**config.mk**
```make
export PLATFORM = sky130hd
export DESIGN_NAME = pll_cfg_ctrl
export DESIGN_NICKNAME = d
export VERILOG_FILES = /design/src/rtl/pll_cfg_pkg.sv /design/src/rtl/pll_cfg_rom.sv /design/src/rtl/pll_cfg_ctrl.sv
export SDC_FILE = /design/constraint.sdc
export NUM_CORES = 1
export LEC_CHECK = 0
export BUFFER_PORTS_ARGS = -buffer_cell sky130_fd_sc_hd__buf_2
export CAP_MARGIN = 20
export CORE_UTILIZATION = 30
export DETAILED_ROUTE_END_ITERATION = 7
export PLACE_DENSITY_LB_ADDON = 0.3
export SYNTH_ARGS = -nofsm -noshare
export SYNTH_HDL_FRONTEND = slang
export SYNTH_HIERARCHICAL = 1
export SYNTH_SLANG_ARGS = --single-unit
```
**constraint.sdc**
```tcl
create_clock -name clk -period 2.2 [get_ports clk]
set_clock_uncertainty 0.1 [all_clocks]
set_input_delay 0.44 -clock clk [delete_from_list [all_inputs] [get_ports clk]]
set_output_delay 0.44 -clock clk [all_outputs]
set_load 0.05 [all_outputs]
```
**src/rtl/pll_cfg_pkg.sv**
```systemverilog
// rtl/pll_cfg_pkg.sv - shared state type, register map and fixed PLL words for pll_cfg_ctrl
package pll_cfg_pkg;

  typedef enum logic [1:0] {
    ST_IDLE      = 2'd0,
    ST_WRITE     = 2'd1,
    ST_WAIT_LOCK = 2'd2
  } state_t;

  localparam logic [5:0] ADDR_MODE  = 6'h00;
  localparam logic [5:0] ADDR_START = 6'h02;
  localparam logic [5:0] ADDR_N     = 6'h03;
  localparam logic [5:0] ADDR_M     = 6'h04;
  localparam logic [5:0] ADDR_C0    = 6'h05;
  localparam logic [5:0] ADDR_K     = 6'h07;

  localparam logic [31:0] MODE_WORD  = 32'h0000_0000;
  localparam logic [31:0] M_WORD     = 32'h0000_0404;
  localparam logic [31:0] N_WORD     = 32'h0001_0000;
  localparam logic [31:0] C0_WORD    = 32'h0000_0404;
  localparam logic [31:0] START_WORD = 32'h0000_0000;

  localparam logic [2:0]  LAST_IDX     = 3'd5;
  localparam logic [19:0] BLANK_CYCLES = 20'd16;
  localparam logic [19:0] TIMER_MAX    = 20'hF_FFFF;

endpackage

```
**src/rtl/pll_cfg_rom.sv**
```systemverilog
// rtl/pll_cfg_rom.sv - write sequence table: step index and profile select to address/data
module pll_cfg_rom
  import pll_cfg_pkg::*;
#(
  parameter logic [31:0] K_NTSC = 32'h9745BF27,
  parameter logic [31:0] K_PAL  = 32'h83365882
) (
  input  logic [2:0]  idx,
  input  logic        sel,
  output logic [5:0]  address,
  output logic [31:0] writedata
);

  always_comb begin
    address   = 6'h00;
    writedata = 32'h0;
    case (idx)
      3'd0: begin address = ADDR_MODE;  writedata = MODE_WORD;  end
      3'd1: begin address = ADDR_M;     writedata = M_WORD;     end
      3'd2: begin address = ADDR_N;     writedata = N_WORD;     end
      3'd3: begin address = ADDR_C0;    writedata = C0_WORD;    end
      3'd4: begin address = ADDR_K;     writedata = sel ? K_PAL : K_NTSC; end
      3'd5: begin address = ADDR_START; writedata = START_WORD; end
      default: begin address = 6'h00;   writedata = 32'h0;      end
    endcase
  end

endmodule

```
**src/rtl/pll_cfg_ctrl.sv**
```systemverilog
// rtl/pll_cfg_ctrl.sv - PLL reconfiguration sequencer: six management writes, then lock wait with timeout
module pll_cfg_ctrl
  import pll_cfg_pkg::*;
#(
  parameter logic [19:0] LOCK_TIMEOUT = 20'd1000000,
  parameter logic [31:0] K_NTSC       = 32'h9745BF27,
  parameter logic [31:0] K_PAL        = 32'h83365882
) (
  input  logic        clk,
  input  logic        rst,
  input  logic        cfg_req,
  input  logic        cfg_sel,
  output logic        busy,
  output logic        done,
  output logic        err,
  output logic        cur_sel,
  output logic [5:0]  mgmt_address,
  output logic        mgmt_write,
  output logic [31:0] mgmt_writedata,
  input  logic        mgmt_waitrequest,
  input  logic        pll_locked
);

  state_t      state, state_n;
  logic [2:0]  idx;
  logic        sel_q, pend_q, pend_sel_q;
  logic [19:0] timer;
  logic        lock_meta, lock_sync;
  logic        accept, accept_sel, wr_acc, fin_ok, fin_to;
  logic [5:0]  rom_address;
  logic [31:0] rom_writedata;

  pll_cfg_rom #(.K_NTSC(K_NTSC), .K_PAL(K_PAL)) u_rom (
    .idx       (idx),
    .sel       (sel_q),
    .address   (rom_address),
    .writedata (rom_writedata)
  );

  always_comb begin
    state_n    = state;
    accept     = 1'b0;
    accept_sel = cfg_sel;
    wr_acc     = 1'b0;
    fin_ok     = 1'b0;
    fin_to     = 1'b0;
    case (state)
      ST_IDLE: begin
        // A fresh request overrides whatever was parked while busy.
        if (cfg_req || pend_q) begin
          accept     = 1'b1;
          accept_sel = cfg_req ? cfg_sel : pend_sel_q;
          state_n    = ST_WRITE;
        end
      end
      ST_WRITE: begin
        wr_acc = !mgmt_waitrequest;
        if (wr_acc && idx == LAST_IDX) state_n = ST_WAIT_LOCK;
      end
      ST_WAIT_LOCK: begin
        // Early lock is ignored: the PLL may still report the old lock before dropping.
        if (timer >= BLANK_CYCLES && lock_sync) begin
          fin_ok  = 1'b1;
          state_n = ST_IDLE;
        end else if (timer == LOCK_TIMEOUT - 20'd1) begin
          fin_to  = 1'b1;
          state_n = ST_IDLE;
        end
      end
      default: state_n = ST_IDLE;
    endcase
  end

  always_ff @(posedge clk) begin
    if (rst) begin
      state      <= ST_IDLE;
      idx        <= 3'd0;
      sel_q      <= 1'b0;
      pend_q     <= 1'b0;
      pend_sel_q <= 1'b0;
      timer      <= 20'd0;
      lock_meta  <= 1'b0;
      lock_sync  <= 1'b0;
      done       <= 1'b0;
      err        <= 1'b0;
      cur_sel    <= 1'b0;
    end else begin
      state     <= state_n;
      lock_meta <= pll_locked;
      lock_sync <= lock_meta;
      done      <= fin_ok;
      if (accept) begin
        sel_q  <= accept_sel;
        idx    <= 3'd0;
        err    <= 1'b0;
        pend_q <= 1'b0;
      end else if (state != ST_IDLE && cfg_req) begin
        pend_q     <= 1'b1;
        pend_sel_q <= cfg_sel;
      end
      if (wr_acc) idx <= idx + 3'd1;
      if (state != ST_WAIT_LOCK) timer <= 20'd0;
      else if (timer != TIMER_MAX) timer <= timer + 20'd1;
      if (fin_ok) cur_sel <= sel_q;
      if (fin_to) err <= 1'b1;
    end
  end

  assign busy           = (state != ST_IDLE);
  assign mgmt_write     = (state == ST_WRITE);
  assign mgmt_address   = (state == ST_WRITE) ? rom_address   : 6'h00;
  assign mgmt_writedata = (state == ST_WRITE) ? rom_writedata : 32'h0;

endmodule

```
==> results.md <==
* Total Routed Length at approximately 5 mm
* Kind of end point of the critical path: output port
* Pre-antenna DRT Iters at 4
* Syn Area/Cell at a little over 8 um^2
* GRT Overall Usage at 0.127
* Wire per inst at ~12 um
* Final Hold Fails at 0
* Worst-Skew Late Latency at about 300 ps
* Delay of the slowest cell on the worst path at roughly 430 ps
* First-pass GRT wire length at roughly 8.4 mm
* Chip Height at between 90 and 100 um
* Initial DRC Count at about 170
* RSZ-0062 raised after global routing: true
* DRT antenna net count at 0
* Mapped Cells at around 290
* Placer congestion estimate at between 0.8 and 0.9
* Die Wd at about 90 um
* Clk buf depth at 2
* CP max-delay cell: or3b_4
* Synth Cell Area at 2320 um^2
* Setup violators final at 0
* Share of layout cells above drive strength 1 at 0.278
* IO Count at a little under 50
* CTS tree: done
* Leak at about 1.1 nW
* Async set or reset register ratio after synthesis at 0
* Largest net degree at the start of global routing at 40
* Post-synth EDFFs at 0
* Overflow after GRT at 0
* Critical path class: reg2out
* Critical Path AT at around 1600 ps
* Reg-to-reg slack, setup at between 300 and 400 ps
* Hold WC Path Type: in2reg
* Via count at between 1500 and 2000
* Rows at 31
* FILL cells at a little under 800
* Diodes inserted at 0
* Required time worst endpoint at roughly 1700 ps
* Final Cycle Share at 0.977
* Final net count at ~320
* Clock slew at reported path FFs at ~80 ps
* Maximum VDD drop at about 0.00021 V
* Fin. max-slew vios at 0
* WP buf/inv at 2
* I/O Buffers at 37
* Core area at between 7000 and 8000 um^2
* Initial antenna violation count at 0
* Top delay family on crit path: simple AND/OR/NAND/NOR gates
* Cells after DPL at 400
* Sink Count at 33
* Status: finished, final reports clean
* Max cap viols at 0
* Vias per inst at approximately 4.7
* CP startpoint kind: flip-flop
* Netlist cell types at 56
* CP cell instances: or3b_4, buf_6, o21ai_4, and2_4, buf_8
* HPWL Detailed at ~3.6 mm
* Commonest non-fill, non-tap cell in the layout: dfxtp_1
* Dominant synthesized flop cell: dfxtp_1
* PD cells at just over 500 nW/um^2
* Yosys reg bits at 33
* Commonest non-fill, non-tap cells in the layout: dfxtp_1, and2_1, nand2_1
* Fmax achieved at ~470 MHz
* TritonCTS buffer count at 5
* Crit-path max FO at 5
* Clock root buffer: clkbuf_8
* Hold_ws at 246 ps
* Vias in the first global route at approximately 1700
* H-tree depth at 2
* DRC at 0
* Layout Area Growth over Synthesis at 16.3%
* Full die area at between 8000 and 9000 um^2
* Synth warn at 6
* Layout Cells excl Fill at roughly 410
* Final Critical Period at 2150 ps
* Post-synthesis sequential area ratio at 0.284
* Initial core utilization at 0.315
## stage by stage
step / worst slack (ps) / setup TNS, ps / cell area [um^2] / utilization / power (mW)
finish: 51.0 / 0 / 2700 / 0.367 / 1.36
global route: -17.8 / -54.9 / 2700 / 0.367 / 1.42
CTS: 2.28 / 0 / 2620 / 0.355 / 1.37
detailed placement: 96.1 / 0 / 2450 / 0.332 / 0.773
global placement: 138 / 0 / 2450 / 0.332 / 0.771
floorplan: 26.7 / 0 / 2370 / - / 0.757
## cells in the mapped netlist (2+ instances only)
| master | number | share of area |
|---|---|---|
| and2_1 | 39 | 0.10 |
| dfxtp_1 | 33 | 0.28 |
| buf_4 | 31 | 0.10 |
| nand2_1 | 22 | 0.036 |
| a21oi_1 | 12 | 0.026 |
| nor2_1 | 12 | 0.019 |
| inv_1 | 10 | 0.016 |
| clkbuf_1 | 9 | 0.015 |
| nand3_1 | 9 | 0.019 |
| o21ai_0 | 9 | 0.019 |
| nor3_1 | 8 | 0.017 |
| a211oi_1 | 6 | 0.019 |
| mux2i_1 | 6 | 0.026 |
| or3_1 | 6 | 0.016 |
| buf_6 | 5 | 0.024 |
| nor4_1 | 5 | 0.013 |
| a31oi_1 | 4 | 0.011 |
| and4_1 | 4 | 0.015 |
| ha_1 | 4 | 0.022 |
| nand2b_1 | 4 | 0.011 |
| nor2b_1 | 4 | 0.011 |
| a2111o_1 | 3 | 0.015 |
| nand4_1 | 3 | 0.0081 |
| a41o_1 | 2 | 0.0086 |
| and3_1 | 2 | 0.0054 |
| and3_2 | 2 | 0.0065 |
| nor3b_1 | 2 | 0.0065 |
| o21ai_1 | 2 | 0.0043 |
| o221ai_1 | 2 | 0.0075 |
| o31ai_1 | 2 | 0.0065 |
| or4_1 | 2 | 0.0065 |
## worst paths after layout
kind               from                end  depth (start not counted)
max reg2reg    timer[4]          timer[13]                          4
max              idx[1]  mgmt_writedata[2]                          5
min reg2reg   lock_meta          lock_sync                          1
min          pll_locked          lock_meta                          2
## worst register-to-register path, delay by kind of cell, from the launching register on
family / cells / cell delay [ps]
AND/OR/NAND/NOR: 2 / 640
flip-flops: 1 / 420
AO/OA/AOI/OAI: 1 / 380
multiplexers: 1 / 230
## cell families after synthesis
group	after synthesis	share of synthesized area
simple gates	137	0.354
xor+xnor	1	0.00377
fa+ha+maj	4	0.0215
mux	6	0.0258
compound gates	51	0.153
buf+inv	56	0.157
other cells	1	0.00161
flops	33	0.284
## sequential cells by signal (all words and copies together), names as in the netlist
name,cells
idx,3
pend_sel_q,1
err,1
state,2
lock_meta,1
lock_sync,1
cur_sel,1
done,1
timer,20
pend_q,1
sel_q,1
## report_power, final
part           leakage, nW  internal, mW  switching, mW  total (mW)
registers            0.267         0.605        0.00842       0.613
logic                0.741        0.0396          0.113       0.152
clock network       0.0543         0.339          0.260       0.599
## area by class of cell
type	instances	area (um^2)	share of cell area
Timing Repair Buffer	47	385	0.143
Tap cell	99	124	0.0458
Clock buffer	5	68.8	0.0255
Inverter	11	41.3	0.0153
Clock inverter	3	46.3	0.0171
Multi-Input combinational cell	210	1380	0.509
Sequential cell	33	662	0.245
## what timing repair did
| action | 4_1_cts | 5_1_grt |
|---|---|---|
| gates resized for setup | 21 | 27 |
| setup buffers | 0 | 0 |
| hold buffers | 0 | 0 |
| cloned | 0 | 0 |
| endpoints found under the setup margin | 19 | 27 |
## per-layer routing
layer	global-route usage	up-vias	share of wire
met1	0.168	877	0.50
li1	-	1013	-
met5	0	-	0
met4	0.0578	0	0.018
met3	0.0279	9	0.031
met2	0.195	33	0.45
No activity file was read; power rests on OpenSTA's default activity.
